## src/rtl/key_pulse_gen_pkg.sv

```systemverilog
`default_nettype none
// ============================================================================
// Module      : key_pulse_gen_pkg
// Description : Shared definitions for the key conditioning block:
//               - FSM state encodings (IDLE..RELEASE_WAIT)
//               - default timing constants
//               - synchroniser reset level (key released)
//               - registered output bundle type
// Revision    : 1.0 - initial release
// ============================================================================
package key_pulse_gen_pkg;

    // Default timing constants, used as parameter defaults by the top level
    localparam int unsigned KEY_CNT_W_DEF          = 24;
    localparam int unsigned KEY_DEBOUNCE_DEF       = 4;
    localparam int unsigned KEY_REPEAT_DELAY_DEF   = 10;
    localparam int unsigned KEY_REPEAT_PERIOD_DEF  = 5;

    // FSM state encoding
    localparam int unsigned KEY_ST_W = 3;
    localparam logic [KEY_ST_W-1:0] ST_IDLE         = 3'd0;
    localparam logic [KEY_ST_W-1:0] ST_PRESS_WAIT   = 3'd1;
    localparam logic [KEY_ST_W-1:0] ST_HELD         = 3'd2;
    localparam logic [KEY_ST_W-1:0] ST_REPEAT       = 3'd3;
    localparam logic [KEY_ST_W-1:0] ST_RELEASE_WAIT = 3'd4;

    // Raw key is active-low, so the synchroniser resets to "released"
    localparam logic SYNC_RST_VAL = 1'b1;

    // Registered output bundle
    typedef struct packed {
        logic level;
        logic press;
        logic rel;
        logic step;
    } key_out_t;

endpackage
`default_nettype wire

```

## src/rtl/key_pulse_gen_sync.sv

```systemverilog
`default_nettype none
// ============================================================================
// Module      : key_pulse_gen_sync
// Description : Two-flop synchroniser for the raw, asynchronous key input.
//               Both flops reset to the released level so a key held across
//               reset deassertion is seen as a fresh press.
// Ports       : clk      in  system clock
//               lo_rst   in  asynchronous active-high reset
//               async_i  in  raw asynchronous input
//               sync_o   out synchronised copy of async_i (2-cycle latency)
// Revision    : 1.0 - initial release
// ============================================================================
module key_pulse_gen_sync
    import key_pulse_gen_pkg::*;
(
    input  logic clk,
    input  logic lo_rst,
    input  logic async_i,
    output logic sync_o
);

    logic meta_q;
    logic sync_q;

    always_ff @(posedge clk or posedge lo_rst) begin
        if (lo_rst) begin
            meta_q <= SYNC_RST_VAL;
            sync_q <= SYNC_RST_VAL;
        end else begin
            meta_q <= async_i;
            sync_q <= meta_q;
        end
    end

    assign sync_o = sync_q;

endmodule
`default_nettype wire

```

## src/rtl/key_pulse_gen.sv

```systemverilog
`default_nettype none
// ============================================================================
// Module      : key_pulse_gen
// Description : Turns one raw active-low push-button into clean single-cycle
//               control pulses: synchronise, debounce, press/release edge
//               detect and optional hold-to-auto-repeat.
// Ports       : clk              in  system clock (rising edge)
//               lo_rst           in  asynchronous active-high reset
//               key_n_i          in  raw button, 0 = pressed, asynchronous
//               rpt_en_i         in  auto-repeat enable
//               key_level_o      out debounced key state, 1 = pressed
//               press_pulse_o    out one-cycle pulse on accepted press
//               release_pulse_o  out one-cycle pulse on accepted release
//               step_pulse_o     out press pulse OR auto-repeat pulse
// Revision    : 1.0 - initial release
// ============================================================================
module key_pulse_gen
    import key_pulse_gen_pkg::*;
#(
    parameter int unsigned CNT_W           = KEY_CNT_W_DEF,
    parameter int unsigned DEBOUNCE_CYCLES = KEY_DEBOUNCE_DEF,
    parameter int unsigned REPEAT_DELAY    = KEY_REPEAT_DELAY_DEF,
    parameter int unsigned REPEAT_PERIOD   = KEY_REPEAT_PERIOD_DEF
) (
    input  logic clk,
    input  logic lo_rst,
    input  logic key_n_i,
    input  logic rpt_en_i,
    output logic key_level_o,
    output logic press_pulse_o,
    output logic release_pulse_o,
    output logic step_pulse_o
);

    localparam logic [CNT_W-1:0] c_one       = CNT_W'(1);
    localparam logic [CNT_W-1:0] c_deb_limit = CNT_W'(DEBOUNCE_CYCLES);
    // Timers count from 0, so a step fires when the timer reaches N-1
    localparam logic [CNT_W-1:0] c_delay_m1  =
        CNT_W'((REPEAT_DELAY == 0) ? 0 : REPEAT_DELAY - 1);
    localparam logic [CNT_W-1:0] c_period_m1 =
        CNT_W'((REPEAT_PERIOD == 0) ? 0 : REPEAT_PERIOD - 1);
    localparam logic c_rpt_on = (REPEAT_DELAY != 0);

    function automatic logic [CNT_W-1:0] sat_inc(input logic [CNT_W-1:0] v);
        return (v == '1) ? v : v + c_one;
    endfunction

    logic                 key_raw_sync;
    logic                 key_sync;
    logic [KEY_ST_W-1:0]  state_q, state_d;
    logic [CNT_W-1:0]     deb_q, deb_d;
    logic [CNT_W-1:0]     hold_q, hold_d;
    key_out_t             out_q, out_d;

    key_pulse_gen_sync u_sync (
        .clk     (clk),
        .lo_rst  (lo_rst),
        .async_i (key_n_i),
        .sync_o  (key_raw_sync)
    );

    // Active-high pressed indication
    assign key_sync = ~key_raw_sync;

    always_comb begin
        state_d     = state_q;
        deb_d       = deb_q;
        hold_d      = hold_q;
        out_d       = '0;
        out_d.level = out_q.level;

        case (state_q)
            ST_IDLE: begin
                if (key_sync) begin
                    state_d = ST_PRESS_WAIT;
                    deb_d   = c_one;
                end
            end

            ST_PRESS_WAIT: begin
                if (!key_sync) begin
                    state_d = ST_IDLE;
                    deb_d   = '0;
                end else if (deb_q >= c_deb_limit) begin
                    state_d     = ST_HELD;
                    deb_d       = '0;
                    hold_d      = '0;
                    out_d.level = 1'b1;
                    out_d.press = 1'b1;
                    out_d.step  = 1'b1;
                end else begin
                    deb_d = sat_inc(deb_q);
                end
            end

            ST_HELD: begin
                if (!key_sync) begin
                    state_d = ST_RELEASE_WAIT;
                    deb_d   = c_one;
                end else if (c_rpt_on && rpt_en_i && (hold_q >= c_delay_m1)) begin
                    // >= so a late rpt_en after a long hold repeats at once
                    state_d    = ST_REPEAT;
                    hold_d     = '0;
                    out_d.step = 1'b1;
                end else begin
                    hold_d = sat_inc(hold_q);
                end
            end

            ST_REPEAT: begin
                if (!key_sync) begin
                    state_d = ST_RELEASE_WAIT;
                    deb_d   = c_one;
                    hold_d  = '0;
                end else if (!rpt_en_i) begin
                    state_d = ST_HELD;
                    hold_d  = '0;
                end else if (hold_q >= c_period_m1) begin
                    hold_d     = '0;
                    out_d.step = 1'b1;
                end else begin
                    hold_d = sat_inc(hold_q);
                end
            end

            ST_RELEASE_WAIT: begin
                if (key_sync) begin
                    // Release glitch: back to held, restart the repeat delay
                    state_d = ST_HELD;
                    deb_d   = '0;
                    hold_d  = '0;
                end else if (deb_q >= c_deb_limit) begin
                    state_d     = ST_IDLE;
                    deb_d       = '0;
                    out_d.level = 1'b0;
                    out_d.rel   = 1'b1;
                end else begin
                    deb_d = sat_inc(deb_q);
                end
            end

            default: begin
                state_d     = ST_IDLE;
                deb_d       = '0;
                hold_d      = '0;
                out_d.level = 1'b0;
            end
        endcase
    end

    always_ff @(posedge clk or posedge lo_rst) begin
        if (lo_rst) begin
            state_q <= ST_IDLE;
            deb_q   <= '0;
            hold_q  <= '0;
            out_q   <= '0;
        end else begin
            state_q <= state_d;
            deb_q   <= deb_d;
            hold_q  <= hold_d;
            out_q   <= out_d;
        end
    end

    assign key_level_o     = out_q.level;
    assign press_pulse_o   = out_q.press;
    assign release_pulse_o = out_q.rel;
    assign step_pulse_o    = out_q.step;

endmodule
`default_nettype wire
```

## config.mk

```make
export PLATFORM = sky130hd
export DESIGN_NAME = key_pulse_gen
export DESIGN_NICKNAME = d
export VERILOG_FILES = /design/src/rtl/key_pulse_gen_pkg.sv /design/src/rtl/key_pulse_gen_sync.sv /design/src/rtl/key_pulse_gen.sv
export SDC_FILE = /design/constraint.sdc
export NUM_CORES = 1
export LEC_CHECK = 0
export BUFFER_PORTS_ARGS = -buffer_cell sky130_fd_sc_hd__clkbuf_2
export CORE_MARGIN = 1
export CORE_UTILIZATION = 30
export DETAILED_ROUTE_END_ITERATION = 12
export HOLD_SLACK_MARGIN = 0.03
export SETUP_SLACK_MARGIN = 0.4
export SYNTH_ARGS = -nofsm -noshare
export SYNTH_HDL_FRONTEND = slang
export SYNTH_SLANG_ARGS = --single-unit
export TNS_END_PERCENT = 50
```

## constraint.sdc

```tcl
create_clock -name clk -period 3.2 [get_ports clk]
set_clock_uncertainty 0.15 [all_clocks]
set_input_delay 0.64 -clock clk [delete_from_list [all_inputs] [get_ports clk]]
set_output_delay 0.64 -clock clk [all_outputs]
set_load 0.03 [all_outputs]
```

Word level (Yosys, flattened, before mapping)
Cells that the tools add are included.
{"block": "totals", "output_inout_bits": 4, "input_bits": 4, "register_bits": 57}
{"block": "classes", "eq_ne": 18, "n_reduce_logical": 8, "bitwise": 2, "addsub": 2, "mux": 43, "n_lt_le_gt_ge": 3}
{"cell": "24-bit 2-to-1 mux", "n": 15}
{"cell": "24-bit case mux with 5 select lines", "n": 1}
{"cell": "24-bit case mux with 4 select lines", "n": 1}
{"cell": "24-bit by 1-bit adder with 24-bit output, second input constant", "n": 2}
{"cell": "24-bit == test, second input constant", "n": 2}
{"cell": "24-bit by 3-bit >= comparator with 1-bit output, second input constant", "n": 2}
{"cell": "3-bit 2-to-1 mux", "n": 9}
{"cell": "24-bit by 4-bit >= comparator with 1-bit output, second input constant", "n": 1}
{"cell": "3-bit case mux with 5 select lines", "n": 1}
{"cell": "5-bit AND reduction", "n": 3}
{"cell": "1-bit 2-to-1 mux", "n": 12}
{"cell": "2-bit != test, second input constant", "n": 6}
{"cell": "3-bit by 2-bit != test with 1-bit output, second input constant", "n": 3}
{"cell": "3-bit by 2-bit == test with 1-bit output, second input constant", "n": 2}
{"cell": "1-bit case mux with 3 select lines", "n": 2}
{"cell": "2-bit 2-to-1 mux", "n": 2}
{"cell": "2-bit by 1-bit != test with 1-bit output, second input constant", "n": 2}
{"cell": "3-bit by 1-bit == test with 1-bit output, second input constant", "n": 1}
{"cell": "3-bit == test, second input constant", "n": 1}
{"cell": "3-bit zero test", "n": 1}
{"cell": "3-bit != test, second input constant", "n": 1}
{"cell": "3-bit OR reduction", "n": 1}
{"cell": "1-bit NOT", "n": 2}
{"cell": "2-bit AND reduction", "n": 1}
{"cell": "2 further kinds", "n": 2}

Longest topological paths before layout
{"block": "logic_depth", "ltp_word": 6, "ltp_mapped": 8, "depth_no_buf": 7}

By module
A second synthesis with hierarchy kept.
{"block": "unflattened", "hier_cells": 366, "area_unflattened_um2": 3278.1}
{"module": "key_pulse_gen", "cells_per_inst": 363, "seq_area_each_um2": 1376.3, "n_inst": 1, "area_each_um2": 3221.8}
{"module": "key_pulse_gen_sync", "cells_per_inst": 3, "seq_area_each_um2": 52.6, "n_inst": 1, "area_each_um2": 56.3}

Worst setup path before layout
Ideal clock, no wire load.
{"block": "synth_path", "kind": "flip-flop to flip-flop", "start": "reg hold_q[0]", "end": "reg hold_q[5]", "synth_period_minus_slack_ps": 1993, "path_stages_with_launch": 8, "path_buffers": 1, "setup_ps": 77, "setup_slack_ps": 1207, "arrival_ps": 1765, "path_cell_list": "dfrtp_1 -> ha_1 -> and3_1 -> nand4_1 -> o21ai_2 -> buf_4 -> or4_1 -> a21oi_1"}
{"block": "synth_via", "elab_chain_len": 6, "word_cells_on_any_way": 12}
{"item": "start, declared", "line": "key_pulse_gen.sv:52", "source": "logic [CNT_W-1:0] hold_q, hold_d;"}
{"item": "start signal, assigned", "line": "key_pulse_gen.sv:160", "source": "hold_q <= hold_d;"}
{"item": "24-bit by 1-bit adder with 24-bit output or 24-bit == test (tied branches)", "line": "key_pulse_gen.sv:45", "source": "return (v == '1) ? v : v + c_one;"}
{"item": "24-bit 2-to-1 mux", "line": "key_pulse_gen.sv:45"}
{"item": "24-bit 2-to-1 mux", "line": "key_pulse_gen.sv:118", "source": "end else if (hold_q >= c_period_m1) begin"}
{"item": "24-bit 2-to-1 mux", "line": "key_pulse_gen.sv:115", "source": "end else if (!rpt_en_i) begin"}
{"item": "24-bit 2-to-1 mux", "line": "key_pulse_gen.sv:111", "source": "if (!key_sync) begin"}
{"item": "24-bit case mux with 5 select lines (*)", "line": "key_pulse_gen.sv:72", "source": "case (state_q)"}
Mark *: on every way between the ends. The rest lies on a longest branch, timed or not. The select of a mux whose other input is x is not followed.
A chain may end at the register's enable or synchronous reset.

Worst setup path in the final report
{"block": "layout_path", "start": "reg hold_q[0]", "end": "reg hold_q[9]"}
Same word-level chain as after synthesis.

==> run_results.csv <==
group,metric,value,unit
status,status,"complete, no violations",
logic_synthesis,ys_seq_elements,57,
cts,clockBufferDepth,2,
die,die-area,0.0114,mm²
cts,cts_max_level,3,
logic_synthesis,syn-cell-area,0.00330,mm²
grt,overflow,0,
power,p_leak,0.00145,µW
timing,rsz0062_at_grt,"no",
layout,drive_gt1_share,14.1,%
cts,cts_tree,"done",
die,die_x,107,µm
logic_synthesis,syn_avg_cell_area,9.38,µm²
place,io_buffer_count,7,
grt,grtUsageTotal,14.2,%
routing,first_iter_violations,145,
logic_synthesis,ys.flop_type,"dfrtp_1",
timing,final.setup.tns,0,ns
routing,wl,7360,µm
hold_path,min_path_type,"flop to flop",
worst_setup_path,regToRegSetupSlack,0.72,ns
worst_setup_path,crit_start,"hold_q[0]",
flow_run,cap_violations,0,
worst_setup_path,r2r-end,"hold_q[9]",
place,place_congestion,0.803,
routing,first_pass_iters,4,
worst_setup_path,worstSetupPathType,"flop to flop",
logic_synthesis,syn_inst,352,
cts,root_buffer,"clkbuf_8",
routing,drc,0,
die,coreArea,0.0105,mm²
power,cellPowerDensity,562,mW/mm²
layout,final_common_cell,"dfrtp_1",
routing,wl_per_cell,14.8,µm
logic_synthesis,ys_types,59,
die,io_pins,8,
timing,worst_pin_slew,1.03,ns
grt,grt_max_degree,40,
routing,ant_nets,0,
place,place_ws,0.734,ns
die,rows,37,
power,ir_drop,0.000200,V
cts,clk_latency,0.35,ns
cts,clk_pin_slew,0.06,ns
timing,worst_slack,0.725,ns
routing,vias,2734,
place,dp_hpwl,5030,µm
die,die_y,107,µm
timing,slew_viol_final,0,
logic_synthesis,syn_nets,362,
timing,hold_viol,0,
timing,fmax,404,MHz
timing,maxSlewHeadroom,31.0,%
worst_setup_path,crit_path_end_kind,"flop",
grt,antenna_found_initial,0,
layout,area_growth,9.66,%
timing,fin_hold_ws,0.207,ns
grt,grt_pass1_wl,12800,µm
timing,setup_violations,0,
worst_setup_path,r2r_start,"hold_q[0]",
layout,antenna_cells,0,
worst_setup_path,cp_max_fo,30,
timing,min_period,2.48,ns
layout,final_nets,367,
worst_setup_path,cp_data_arrival_time,2.56,ns
worst_setup_path,crit_end,"hold_q[9]",
die,initial_core_util,31.4,%
worst_setup_path,rr_worst_depth,6,
power,total_power,2030,µW
cts,ctsResizeCount,0,
cts,holdBufCountCts,0,
routing,vias_per_cell,5.49,
logic_synthesis,synth_edf_count,0,
logic_synthesis,ys_seq_area_share,43.3,%
layout,layout_common_cells,"dfrtp_1 (55), a21oi_1 (32), nor2_1 (30), or4_1 (21), o31ai_1 (20)",
logic_synthesis,async_flop_share,100,%
grt,grt_pass1_vias,2621,
logic_synthesis,yosys_warnings,0,
worst_setup_path,cp-start-kind,"flop",
cts,numCtsBuffers,9,
worst_setup_path,required,3.28,ns
cts,cts_setup_buffers,0,
cts,clock_sinks,57,
timing,post-route-period-util,77.4,%
-- routing by layer --
metal	wire [µm]	vias up	track usage, %
met1	3560	1325	18.1
met4	89	0	4.31
met3	258	10	5.41
li1	-	1365	-
met5	0	-	0
met2	3460	34	22.3
-- where the power goes --
part	leakage (µW)	switching [µW]	internal (µW)
registers	0.000777	72.4	763
logic	0.000578	369	164
clock network	0.0000974	287	379
-- metrics by stage --
| step | instances | utilization [%] | cell area, µm² |
|---|---|---|---|
| 2_1_floorplan | 352 | - | 3300 |
| 3_3_place_gp | 482 | 32.7 | 3430 |
| 3_5_place_dp | 482 | 32.7 | 3430 |
| 4_1_cts | 498 | 34.5 | 3620 |
| 5_1_grt | 498 | 34.5 | 3620 |
| 6_report | 498 | 34.5 | 3620 |
-- registers in the layout (all words and copies together), names as in the netlist --
signal / flops
release_pulse_o: 1
key_level_o: 1
deb_q: 24
u_sync.sync_o: 1
press_pulse_o: 1
state_q: 3
hold_q: 24
u_sync.meta_q: 1
step_pulse_o: 1
-- how the worst min path moves through the flow --
stage,slack [ns],cells after the start,end,from
6_report,0.21,0,u_sync.sync_o,u_sync.meta_q
3_5_place_dp,0.20,0,u_sync.sync_o,u_sync.meta_q
3_3_place_gp,0.20,0,u_sync.sync_o,u_sync.meta_q
2_1_floorplan,0.20,0,u_sync.sync_o,u_sync.meta_q
4_1_cts,0.21,1,u_sync.meta_q,key_n_i
5_1_grt,0.20,1,u_sync.meta_q,key_n_i
-- synthesized netlist by cell type (3+ instances only) --
cell type,instances,area [µm²]
a41oi_1,4,35.0
and4_1,12,105
inv_1,18,67.6
o21ba_2,3,30.0
a21oi_2,3,26.3
dfrtp_1,55,1380
nand4_1,10,62.6
o21ai_0,7,35.0
or4_1,21,158
nor3_1,4,20.0
ha_1,6,75.1
a21oi_1,32,160
and3_1,12,75.1
or3_1,3,18.8
nand3_1,15,75.1
nand2_1,18,67.6
buf_4,6,45.0
a31oi_1,7,43.8
nor4_1,11,68.8
buf_2,6,30.0
clkbuf_1,3,11.3
o31ai_1,20,150
nor2_1,30,113
-- kinds of logic (layout without fill, tap and decap cells) --
family / count (synthesis) / in the layout / synth area share, %
AOI/OAI and AO/OA: 98 / 98 / 20.8
adders and majority gates: 7 / 7 / 2.58
buffers and inverters: 36 / 46 / 5.45
DFF: 57 / 57 / 43.3
muxes: 1 / 1 / 0.303
and+or+nand+nor: 153 / 153 / 27.7
-- layout make-up --
cell class,count,area [µm²]
clock buffers,13,149
clock inverters,3,40.0
fillers,1068,6890
inverters,18,67.6
multi-input cells,259,1690
flip-flops and latches,57,1430
well taps,136,170
repair buffers,12,72.6
-- critical path: stages, from the launching register on --
cell and delay (ns):
dfrtp_1 0.42, ha_1 0.21, and3_1 0.24, nand4_1 0.17
o21ai_2 0.83, nor4_1 0.10, o21ba_2 0.23
Power figures use the tool's default switching activity.
